$ cat config.mk
export PLATFORM = sky130hd
export DESIGN_NAME = pc_sequencer
export DESIGN_NICKNAME = d
export VERILOG_FILES = /design/src/rtl/pc_sequencer.sv
export SDC_FILE = /design/constraint.sdc
export NUM_CORES = 1
export LEC_CHECK = 0
export ABC_AREA = 1
export CORE_MARGIN = 4
export CORE_UTILIZATION = 55
export CTS_CLUSTER_DIAMETER = 60
export DETAILED_ROUTE_END_ITERATION = 16
export PLACE_DENSITY = 0.79
export SYNTH_ARGS = -nofsm -noshare
export SYNTH_HDL_FRONTEND = slang
export SYNTH_SLANG_ARGS = --single-unit
export TNS_END_PERCENT = 30
$ cat constraint.sdc
create_clock -name clk -period 10.55 [get_ports clk]
set_clock_uncertainty 0.15 [all_clocks]
set_input_delay 1.5825 -clock clk [delete_from_list [all_inputs] [get_ports clk]]
set_output_delay 1.5825 -clock clk [all_outputs]
set_load 0.005 [all_outputs]
$ cat src/rtl/pc_sequencer.sv
// pc_sequencer: next-PC register, status FSM, return-address stack and retired counter
//   clk, rst_n (sync, active low), en (commit strobe)
//   instr_valid, icode, cnd, imem_error, valC, valM, valP : committing instruction
//   pc, stat (1 AOK, 2 HLT, 3 ADR, 4 INS)                  : registered control flow
//   ras_top, ras_empty, ras_overflow, ras_mispredict      : return-address stack status
//   retired                                               : committed instruction count
module pc_sequencer #(
    parameter int ADDR_W = 64,
    parameter logic [ADDR_W-1:0] RESET_PC = '0,
    parameter int RAS_DEPTH = 8,
    parameter int CNT_W = 32
) (
    input  logic              clk,
    input  logic              rst_n,
    input  logic              en,
    input  logic              instr_valid,
    input  logic [3:0]        icode,
    input  logic              cnd,
    input  logic              imem_error,
    input  logic [ADDR_W-1:0] valC,
    input  logic [ADDR_W-1:0] valM,
    input  logic [ADDR_W-1:0] valP,
    output logic [ADDR_W-1:0] pc,
    output logic [2:0]        stat,
    output logic [ADDR_W-1:0] ras_top,
    output logic              ras_empty,
    output logic              ras_overflow,
    output logic              ras_mispredict,
    output logic [CNT_W-1:0]  retired
);
    localparam int PW = $clog2(RAS_DEPTH);
    localparam int CW = $clog2(RAS_DEPTH + 1);

    typedef enum logic [2:0] {AOK = 3'd1, HLT = 3'd2, ADR = 3'd3, INS = 3'd4} stat_t;

    stat_t             state, state_nx;
    logic [ADDR_W-1:0] pc_q, pc_nx;
    logic [ADDR_W-1:0] mem [RAS_DEPTH];
    logic [PW-1:0]     ptr;
    logic [PW-1:0]     top_idx;
    logic [CW-1:0]     cnt;
    logic              full, push, pop, inc;

    // ptr is the next write slot; when full it also points at the oldest entry,
    // so a push while full overwrites the oldest without extra logic.
    assign top_idx        = ptr - PW'(1);
    assign full           = cnt == CW'(RAS_DEPTH);
    assign ras_empty      = cnt == '0;
    assign ras_top        = ras_empty ? '0 : mem[top_idx];
    assign pc             = pc_q;
    assign stat           = state;

    always_comb begin
        state_nx = state;
        pc_nx    = pc_q;
        push     = 1'b0;
        pop      = 1'b0;
        inc      = 1'b0;
        if (en && instr_valid && state == AOK) begin
            if (imem_error)
                state_nx = ADR;
            else if (icode > 4'hB)
                state_nx = INS;
            else begin
                inc = 1'b1;
                case (icode)
                    4'h0: state_nx = HLT;
                    4'h7: pc_nx = cnd ? valC : valP;
                    4'h8: begin pc_nx = valC; push = 1'b1; end
                    4'h9: begin pc_nx = valM; pop = 1'b1; end
                    default: pc_nx = valP;
                endcase
            end
        end
    end

    always_ff @(posedge clk) begin
        if (!rst_n) begin
            state          <= AOK;
            pc_q           <= RESET_PC;
            ptr            <= '0;
            cnt            <= '0;
            ras_overflow   <= 1'b0;
            ras_mispredict <= 1'b0;
            retired        <= '0;
        end else begin
            state          <= state_nx;
            pc_q           <= pc_nx;
            ras_mispredict <= pop && !ras_empty && mem[top_idx] != valM;
            if (inc)
                retired <= retired + CNT_W'(1);
            if (push) begin
                mem[ptr] <= valP;
                ptr      <= ptr + PW'(1);
                if (full)
                    ras_overflow <= 1'b1;
                else
                    cnt <= cnt + CW'(1);
            end else if (pop && !ras_empty) begin
                ptr <= top_idx;
                cnt <= cnt - CW'(1);
            end
        end
    end
endmodule

Word-level counts from Yosys, hierarchy flattened
Memories as Yosys holds them, arrays and structs flattened.
Index checks and enable logic that the tools add are counted.
{"block": "word_totals", "ff_bits": 108, "mem_bits_rw": 512, "input_bits": 202, "out_inout_bits": 166, "wordCells": 62, "mem_count": 1}
{"name": "mem", "depth": 8, "word_bits": 64, "rd": 1, "rd_ports_with_merged_regs": 0, "write_ports": 1, "line": "38", "source": "logic [ADDR_W-1:0] mem [RAS_DEPTH];"}
{"block": "op_classes", "n_addsub": 5, "n_lt_le_gt_ge": 1, "n_eq_ne": 7, "muxes": 25, "n_bitwise": 3, "reduce_logical": 13}
{"cell": "64-bit one-hot mux with 4 select lines", "n": 1}
{"cell": "64-bit 2-to-1 mux", "n": 2}
{"cell": "64-bit inequality test", "n": 1}
{"cell": "32-bit by 1-bit adder with 32-bit output, second input constant", "n": 1}
{"cell": "3-bit 2-to-1 mux", "n": 5}
{"cell": "1-bit 2-to-1 mux", "n": 14}
{"cell": "4-bit equality test, second input constant", "n": 3}
{"cell": "4-bit 2-to-1 mux", "n": 3}
{"cell": "4-bit zero test", "n": 2}
{"cell": "2-bit AND reduction", "n": 3}
{"cell": "4-bit by 1-bit adder with 4-bit output, second input constant", "n": 1}
{"cell": "4-bit by 3-bit equality test with 1-bit output, second input constant", "n": 1}
{"cell": "4-bit greater-than comparator, second input constant", "n": 1}
{"cell": "1-bit logical AND", "n": 4}
{"cell": "4-bit AND reduction", "n": 1}
{"cell": "4-bit by 1-bit subtractor with 4-bit output, second input constant", "n": 1}
{"cell": "3-bit by 1-bit adder with 3-bit output, second input constant", "n": 1}
{"cell": "3-bit by 1-bit equality test with 1-bit output, second input constant", "n": 1}
{"cell": "1-bit NOT", "n": 3}
{"cell": "3-bit nonzero test", "n": 1}
{"cell": "3-bit by 1-bit subtractor with 3-bit output, second input constant", "n": 1}
{"cell": "2-bit inequality test, second input constant", "n": 1}
{"cell": "2-bit nonzero test", "n": 1}
{"cell": "1-bit zero test", "n": 1}

Depth between registers and ports, before layout
Gate-level depths: netlist of run 1.
{"block": "depth", "word_depth": 8, "mapped_depth": 22, "mapped_depth_nobuf": 16}

Least setup slack after synthesis of run 1
OpenSTA, ideal clock, no wires.
{"block": "synth_path", "path_type": "input -> register", "from": "in icode[1]", "to": "mem mem[5][0], enable pin", "setup_ns": 0.565, "arrival_ns": 6.724, "required_time_ns": 9.835, "slack_ns": 3.111, "cell_stages": 7, "path_buffers": 0, "cell_sequence": "nor2_1 > nand2_1 > nor2_1 > nand2_1 > nor2_1 > nand2_1 > nor3_1"}
{"block": "synth_via", "elab_chain_len": 8, "word_cells_on_any_way": 9, "cone_classes": "1 x order compare; 1 x eq/ne; 7 x mux"}
{"item": "start: declaration", "line": "17", "source": "input logic [3:0] icode,"}
{"item": "parallel branches: the longest is 2 deep, another holds 4-bit greater-than comparator"}
{"item": "1-bit 2-to-1 mux (*)", "line": "62", "source": "else if (icode > 4'hB)"}
{"item": "1-bit 2-to-1 mux (*)", "line": "60", "source": "if (imem_error)"}
{"item": "1-bit 2-to-1 mux (*)", "line": "59", "source": "if (en && instr_valid && state == AOK) begin"}
{"item": "1-bit 2-to-1 mux (*)", "line": "92", "source": "if (push) begin"}
{"item": "1-bit 2-to-1 mux (*)", "line": "78", "source": "if (!rst_n) begin"}
{"item": "1-bit 2-to-1 mux (not written as such) (*)", "line": "93", "source": "mem[ptr] <= valP;"}
{"item": "end: declaration", "line": "38"}
Every way passes the cells marked *.

Worst setup path after layout of run 1
{"block": "layout_path", "from": "reg ptr[0]", "to": "out ras_top[43]"}
{"block": "layout_via", "elab_chain_len": 3}
{"item": "start: declaration", "line": "39", "source": "logic [PW-1:0] ptr;"}
{"item": "start signal: assignment", "line": "94", "source": "ptr <= ptr + PW'(1);"}
{"item": "start signal: assignment", "line": "100", "source": "ptr <= top_idx;"}
{"item": "3-bit by 1-bit subtractor with 3-bit output", "line": "46", "source": "assign top_idx = ptr - PW'(1);"}
{"item": "memory read 8 x 64 bit"}
{"item": "64-bit 2-to-1 mux", "line": "49", "source": "assign ras_top = ras_empty ? '0 : mem[top_idx];"}
{"item": "end: declaration", "line": "25", "source": "output logic [ADDR_W-1:0] ras_top,"}
Every way passes these cells.

==> results by group, run 1 <==
Clock network
  – Clock H-tree levels: 2
  – Reg clk slew, reported paths: 0.06 ns
  – Root buffer cell: sky130_fd_sc_hd__clkbuf_16
  – Insertion delay to the later sink of the worst-skew pair: between 0.6 and 0.7 ns
  – Post-cts sizing count: 0
  – TritonCTS clock tree: done
  – Cts bufs inserted: 61
  – TritonCTS sink count: 620
  – CTS Hold Buffers Added: 0
  – Setup Fix Bufs, Post-CTS: 0
  – Maximum buffer depth of the clock tree: 3

Pwr
  – Worst IR Drop VDD: 155.5 uV
  – Cell Pwr Density: roughly 180 nW/um^2
  – Lkg Pwr: 14.17 nW

Timing
  – Setup violations, final: 0
  – Slew at the pin with the worst max-slew slack: 1.342 ns
  – Final min period: just under 7 ns
  – Final number of max-transition violations: 0
  – Final Worst Setup Slack: 3.707 ns
  – Period utilization: 64.86%
  – Worst slew slack as a fraction of its limit: between 10% and 20%
  – Total negative slack for setup checks: 0 ns
  – RSZ-0062 raised after global routing: false
  – Final hold violation count: 0
  – Worst hold slack across all endpoints: 0.3042 ns
  – Peak clock frequency supported by timing: between 100 and 150 MHz

Drt
  – Detail-routed via count per cell: 5.708
  – Mean routed wirelength per cell: roughly 20 um
  – Count of nets left with antenna violations after detail routing: 0
  – Total iterations of the first detailed-routing run: 6
  – Total Routed Length: 84,740 um
  – DRC violations left: 0
  – Detailed router's first-iteration violation count: between 2,000 and 3,000
  – Vias after detailed routing: ~24,000

Yosys
  – Fraction of post-synthesis cell area in the top cell type by area: 54.05%
  – Warnings from Yosys: 0
  – Most common cell in the netlist: sky130_fd_sc_hd__nand2_1
  – Post-synthesis area per instance: around 9 um^2
  – Cell area after technology mapping: 28,440 um^2
  – Cell variety after synth: 35
  – Share of synthesized area occupied by flip-flops and latches: 61.65%
  – Number of flops mapped to enable cells by yosys: roughly 510
  – Synthesized Nets: roughly 3,300
  – Proportion of synthesized flip-flops having asynchronous set or reset: 0%
  – Syn Inst Count: about 3,100
  – Ranking of synthesized cells by instance count: sky130_fd_sc_hd__nand2_1, sky130_fd_sc_hd__edfxtp_1, sky130_fd_sc_hd__inv_1
  – Predominant post-synthesis flop cell: sky130_fd_sc_hd__edfxtp_1
  – Yosys reg bits: 620
  – Synth top area cells: sky130_fd_sc_hd__edfxtp_1, sky130_fd_sc_hd__nand2_1, sky130_fd_sc_hd__dfxtp_1
  – Most area-hungry cell type in the Yosys netlist: sky130_fd_sc_hd__edfxtp_1

Global routing
  – Global routing usage on met1: about two fifths
  – Layer carrying the most global-route usage: met2
  – Global Route met2 Usage: 47.51%
  – Pin count of the biggest net entering global routing: roughly 120
  – Aggregate global-route resource usage: between 20% and 30%
  – Via count of the first global-routing pass: ~23,000
  – Number of antenna violations at the first check in global routing: 8
  – Total congestion overflow after global routing: 0
  – Wire length of the first global-routing pass: around 130,000 um
  – Routing usage on met3: under 10%

Final layout
  – Synthesis-to-finish area growth: 21.54%
  – Post-route core utilization: about 67%
  – Number of nets in the layout: roughly 3,600
  – Share of post-route cells with drive strength above 1: 4.330%
  – Final std cells w/o fill: between 4,000 and 5,000

Placed design
  – Last weighted congestion value of the routability-driven placer: roughly 0.86
  – Number of instances in the placed design: about 4,000
  – Count of input and output buffers: around 370
  – Setup slack at placement: around 4.4 ns
  – Detailed placement HPWL: around 51,000 um

Critical path
  – Crit path kind: flop to output port
  – Kind of end point of the critical path: output port
  – Data required time at the worst endpoint: 8.82 ns
  – Worst-path maximum fanout: 107
  – Nature of the critical path startpoint: flop
  – Critical Path AT: between 5 and 6 ns

Floorplan
  – Die Outline Area: ~55,000 um^2
  – Vertical extent of the die: ~240 um
  – Top Ports: 368
  – Row count: 83
  – Core Box Area: 51,300 um^2
  – Die Wd: about 240 um
  – Initial cell density of the core: a little under three fifths

Worst hold path
  – Hold WC Path Type: flop to flop

Run status
  – Status: finished clean

Run
  – Max Cap Viol: 0
-- registers in the layout, summed over array words and instances (netlist names) --
register / count
ras_overflow: 1
cnt: 4
ras_mispredict: 1
mem: 512
retired: 32
ptr: 3
stat: 3
pc: 64
-- layout by cell type (no fill, tap or decap), types with 15 or more instances in the layout --
cell type,synthesis,final
sky130_fd_sc_hd__a21oi_1,32,32
sky130_fd_sc_hd__a22oi_1,63,63
sky130_fd_sc_hd__a31oi_1,65,65
sky130_fd_sc_hd__buf_4,3,32
sky130_fd_sc_hd__clkbuf_16,0,63
sky130_fd_sc_hd__clkdlybuf4s50_1,0,366
sky130_fd_sc_hd__clkinv_2,0,16
sky130_fd_sc_hd__dfxtp_1,108,107
sky130_fd_sc_hd__edfxtp_1,512,512
sky130_fd_sc_hd__inv_1,476,475
sky130_fd_sc_hd__nand2_1,812,811
sky130_fd_sc_hd__nand3_1,429,429
sky130_fd_sc_hd__nand3b_1,15,15
sky130_fd_sc_hd__nand4_1,16,16
sky130_fd_sc_hd__nor2_1,242,240
sky130_fd_sc_hd__nor3_1,29,20
sky130_fd_sc_hd__o21ai_0,108,108
-- critical path: stages, from the launching register on --
cell,delay (ns)
sky130_fd_sc_hd__dfxtp_4,0.49
sky130_fd_sc_hd__inv_6,0.63
sky130_fd_sc_hd__ha_4,0.53
sky130_fd_sc_hd__inv_4,0.71
sky130_fd_sc_hd__buf_4,0.73
sky130_fd_sc_hd__nand3_1,0.14
sky130_fd_sc_hd__nand3_1,0.12
sky130_fd_sc_hd__nand2_1,0.09
sky130_fd_sc_hd__nor2_1,0.31
sky130_fd_sc_hd__clkdlybuf4s50_1,0.58
-- metal layers --
metal	vias to the layer above	wire length (um)
met2	1385	39640
met1	11170	32810
met5	-	27
li1	10870	-
met3	254	8555
met4	4	3717
-- layout make-up --
cell class                 instances  area (um^2)
antenna                            6        15.01
clock buffer                      83         1719
clock inverter                    33        220.2
fill                            3838        16730
inverter                         477         1798
multi-input combinational       1853         8522
sequential                       620        17540
tap                              680        850.8
timing repair buffer             398         3904
-- report_power, final --
part / internal (mW) / switching (mW)
sequential: 2.66 / 0.0140
combinational: 0.428 / 0.966
clock: 1.19 / 0.919
-- per-stage QoR --
stage | instance area [um^2] | power, mW
floorplan | 28440 | 3.550
global placement | 32620 | 4.051
detailed placement | 32620 | 4.094
CTS | 34550 | 6.179
global route | 34570 | 6.416
finish | 34570 | 6.174
-- worst paths after layout --
path	endpoint	slack, ns	start	cells past startpoint
worst max-delay path	ras_top[43]	3.71	ptr[0]$_SDFFE_PN0P_	9
worst min-delay path	ras_overflow$_SDFFE_PN0P_	0.30	ras_overflow$_SDFFE_PN0P_	2
worst max register to register	ras_mispredict$_SDFF_PN0_	5.42	ptr[0]$_SDFFE_PN0P_	17
worst min register to register	ras_overflow$_SDFFE_PN0P_	0.30	ras_overflow$_SDFFE_PN0P_	2
-- cell families (layout without fill, tap and decap cells) --
kind of cell,after synthesis,in the layout,share of synthesized area (%)
xor+xnor,14,14,0.4971
fa+ha+maj,6,6,0.2903
simple gates,1555,1555,23.00
flops,620,620,61.65
buf+inv,637,991,8.732
compound gates,278,278,5.829
other cells,0,6,0
Note: power is estimated with default switching activity, not from simulation.
==> run 2: changes to the inputs <==
- CORE_UTILIZATION: 55 -> 50
- PLACE_DENSITY: 0.79 -> 0.76
- clock period: 10.55 -> 6.05 ns (I/O delays scaled with it)
==> run 2 against run 1 <==
Against the previous run: non-clock buffer count up 8; count of clock-buffer cells in the layout up 12; first-iteration DRC count down 25%; final cell count up 2.1%; design area up 1.5%; utilization down 5.2 points; register-to-register slack worse by 3.6 ns; wire length down 1.5%; setup slack worse by 2.8 ns; sequential share of layout area down 0.74 points; combinational power up 75%; sequential cell count unchanged; largest power group unchanged.
==> results by group, run 2 (synthesized netlist as in run 1, its figures left out) <==
Run status
  – Status: finished clean

Placed design
  – Post-place instance area: 32,820 um^2 (+0.63%)
  – Count of input and output buffers: 367 (unchanged)
  – Detailed placement HPWL: 50,540 um (-0.72%)
  – Setup slack at placement: 1.583 ns (-2.846 ns)
  – Last weighted congestion value of the routability-driven placer: 0.8186 (-5.3%)

Critical path
  – Cell chain of the critical path: buf_4 > buf_4 > nor2_1 > nor2_1 > o21ai_0 > nand3_1 > nand2_1 > nor2_1 > clkdlybuf4s50_1
  – Top cell family by delay on the critical path: buffers and inverters
  – Data required time at the worst endpoint: 4.99 ns (-3.83 ns)
  – Critical Path AT: 4.11 ns (-1.00 ns)
  – Worst-path maximum fanout: 109 (+1.9%)
  – CP most frequent cell: sky130_fd_sc_hd__nor2_1
  – Maximum cell stage delay along the critical path: 1.02 ns (+0.29 ns)
  – Crit path kind: flop to output port
  – Number of cells on the worst reg-to-reg path: 15 (-2)
  – Slowest-stage cell, CP: sky130_fd_sc_hd__buf_4
  – Nature of the critical path startpoint: flop
  – Number of buffers and inverters on the critical path: 3 (-1)
  – Levels on crit path: 9 (unchanged)
  – Register-to-register path setup slack: 1.82 ns (-3.60 ns)
  – Kind of end point of the critical path: output port

Drt
  – Total Routed Length: 83,500 um (-1.5%)
  – Vias after detailed routing: 22,770 (-3.9%)
  – Detail-routed via count per cell: 5.374 (-5.8%)
  – Total iterations of the first detailed-routing run: 5 (-1)
  – Count of nets left with antenna violations after detail routing: 0 (unchanged)
  – Mean routed wirelength per cell: 19.71 um (-3.5%)
  – Detailed router's first-iteration violation count: 1,895 (-25%)
  – DRC violations left: 0 (unchanged)

Worst hold path
  – Hold WC Path Type: flop to flop
  – Hold Crit Depth: 2 (unchanged)

Timing
  – Final Worst Setup Slack: 0.8869 ns (-2.820 ns)
  – Worst slew slack as a fraction of its limit: 20.56% (+10 points)
  – Final hold violation count: 0 (unchanged)
  – Final min period: 5.163 ns
  – Final number of max-transition violations: 0 (unchanged)
  – Slew at the pin with the worst max-slew slack: 1.192 ns (-0.1507 ns)
  – RSZ-0062 raised after global routing: false
  – Peak clock frequency supported by timing: 193.7 MHz
  – Total negative slack for setup checks: 0 ns (unchanged)
  – Worst hold slack across all endpoints: 0.3109 ns (+0.006714 ns)
  – Period utilization: 85.34%
  – Setup violations, final: 0 (unchanged)

Pwr
  – Lkg Pwr: 14.35 nW (+1.3%)
  – Cell Pwr Density: 321.1 nW/um^2 (+80%)
  – Worst IR Drop VDD: 222.5 uV (+43%)

Floorplan
  – Row count: 87 (+4.8%)
  – Die Wd: 246.5 um (+4.7%)
  – Die Outline Area: 60,770 um^2 (+9.7%)
  – Core Box Area: 56,390 um^2 (+9.9%)
  – Initial cell density of the core: 50.44% (-5.0 points)
  – Top Ports: 368 (unchanged)
  – Vertical extent of the die: 246.5 um (+4.7%)

Clock network
  – Insertion delay to the later sink of the worst-skew pair: 0.61 ns (-0.02 ns)
  – Root buffer cell: sky130_fd_sc_hd__clkbuf_16
  – CTS Hold Buffers Added: 0 (unchanged)
  – Cts bufs inserted: 67 (+9.8%)
  – TritonCTS clock tree: done
  – Clock H-tree levels: 3 (+1)
  – TritonCTS sink count: 620 (unchanged)
  – Setup Fix Bufs, Post-CTS: 0 (unchanged)
  – Reg clk slew, reported paths: 0.06 ns (about the same)
  – Maximum buffer depth of the clock tree: 3 (unchanged)
  – Post-cts sizing count: 0 (unchanged)

Global routing
  – Via count of the first global-routing pass: 21,460 (-5.9%)
  – Aggregate global-route resource usage: 26.91% (-2.6 points)
  – Number of antenna violations at the first check in global routing: 7 (-1)
  – Pin count of the biggest net entering global routing: 149 (+26%)
  – Wire length of the first global-routing pass: 124,600 um (-3.0%)
  – Total congestion overflow after global routing: 0 (unchanged)

Final layout
  – Number of nets in the layout: 3,633 (+0.39%)
  – Most frequent cells in the layout: sky130_fd_sc_hd__nand2_1, sky130_fd_sc_hd__edfxtp_1, sky130_fd_sc_hd__inv_1, sky130_fd_sc_hd__nand3_1, sky130_fd_sc_hd__clkdlybuf4s50_1
  – Register with the most flip-flops: mem
  – Flip-flop count of the largest register, all copies and words added: 512 (unchanged)
  – Share of post-route cells with drive strength above 1: 4.544% (+0.21 points)
  – Synthesis-to-finish area growth: 23.33%
  – Post-layout instance area: 35,080 um^2 (+1.5%)
  – Leading cell type in the layout, fill and taps excluded: sky130_fd_sc_hd__nand2_1

Run
  – Max Cap Viol: 0 (unchanged)
run 2: cell count changes in the layout (fill, tap and decap cells not counted), moves of 4 or more:
cell	previous run	this run
sky130_fd_sc_hd__clkinv_2	16	6
sky130_fd_sc_hd__clkbuf_16	63	72
sky130_fd_sc_hd__clkbuf_1	12	18
sky130_fd_sc_hd__bufinv_16	2	7
sky130_fd_sc_hd__buf_12	0	4
sky130_fd_sc_hd__buf_4	32	36
run 2: area by class of cell:
type | count | area [um^2]
diodes | 4 | 10.01
clock buffers | 95 | 1938
clock inverters | 26 | 310.3
fillers | 4617 | 21310
inverters | 477 | 1798
multi-input cells | 1853 | 8522
flip-flops and latches | 620 | 17540
well taps | 756 | 945.9
repair buffers | 406 | 4014
run 2: report_power, final:
group | total, mW | internal [mW] | switching (mW) | leakage [nW]
Clock | 4.17 | 2.53 | 1.63 | 1.10
Combinational | 2.43 | 0.771 | 1.66 | 7.78
Sequential | 4.66 | 4.64 | 0.0216 | 5.48
Total | 11.3 | 7.94 | 3.32 | 14.4
run 2: layer usage:
layer  part of all wire, %  vias up  wire length [um]  GRT usage (%)
li1                      -    10900                 -              -
met1                    41    10770             33890          35.40
met2                    48      944             39790          44.39
met3                   8.4      154              7021          5.768
met4                   3.3        6              2746          9.461
met5                 0.050        -                42              0
run 2: final timing paths:
kind                          endpoint                       from
min reg2reg  ras_overflow$_SDFFE_PN0P_  ras_overflow$_SDFFE_PN0P_
max                        ras_top[24]        ptr[0]$_SDFFE_PN0P_
max reg2reg  ras_mispredict$_SDFF_PN0_        ptr[0]$_SDFFE_PN0P_
min          ras_overflow$_SDFFE_PN0P_  ras_overflow$_SDFFE_PN0P_
run 2: per-stage QoR:
step	cells	utilization, %	power [mW]
floorplan	3110	-	6.190
global placement	4112	58.21	7.133
detailed placement	4112	58.21	7.163
CTS	4233	62.19	11.33
global route	4236	62.21	11.74
finish	4237	62.21	11.26
run 2: tightest hold or removal path, stage by stage, from the launching register on:
cell and delay [ns]:
sky130_fd_sc_hd__dfxtp_1 0.31, sky130_fd_sc_hd__inv_1 0.05, sky130_fd_sc_hd__a21oi_1 0.05
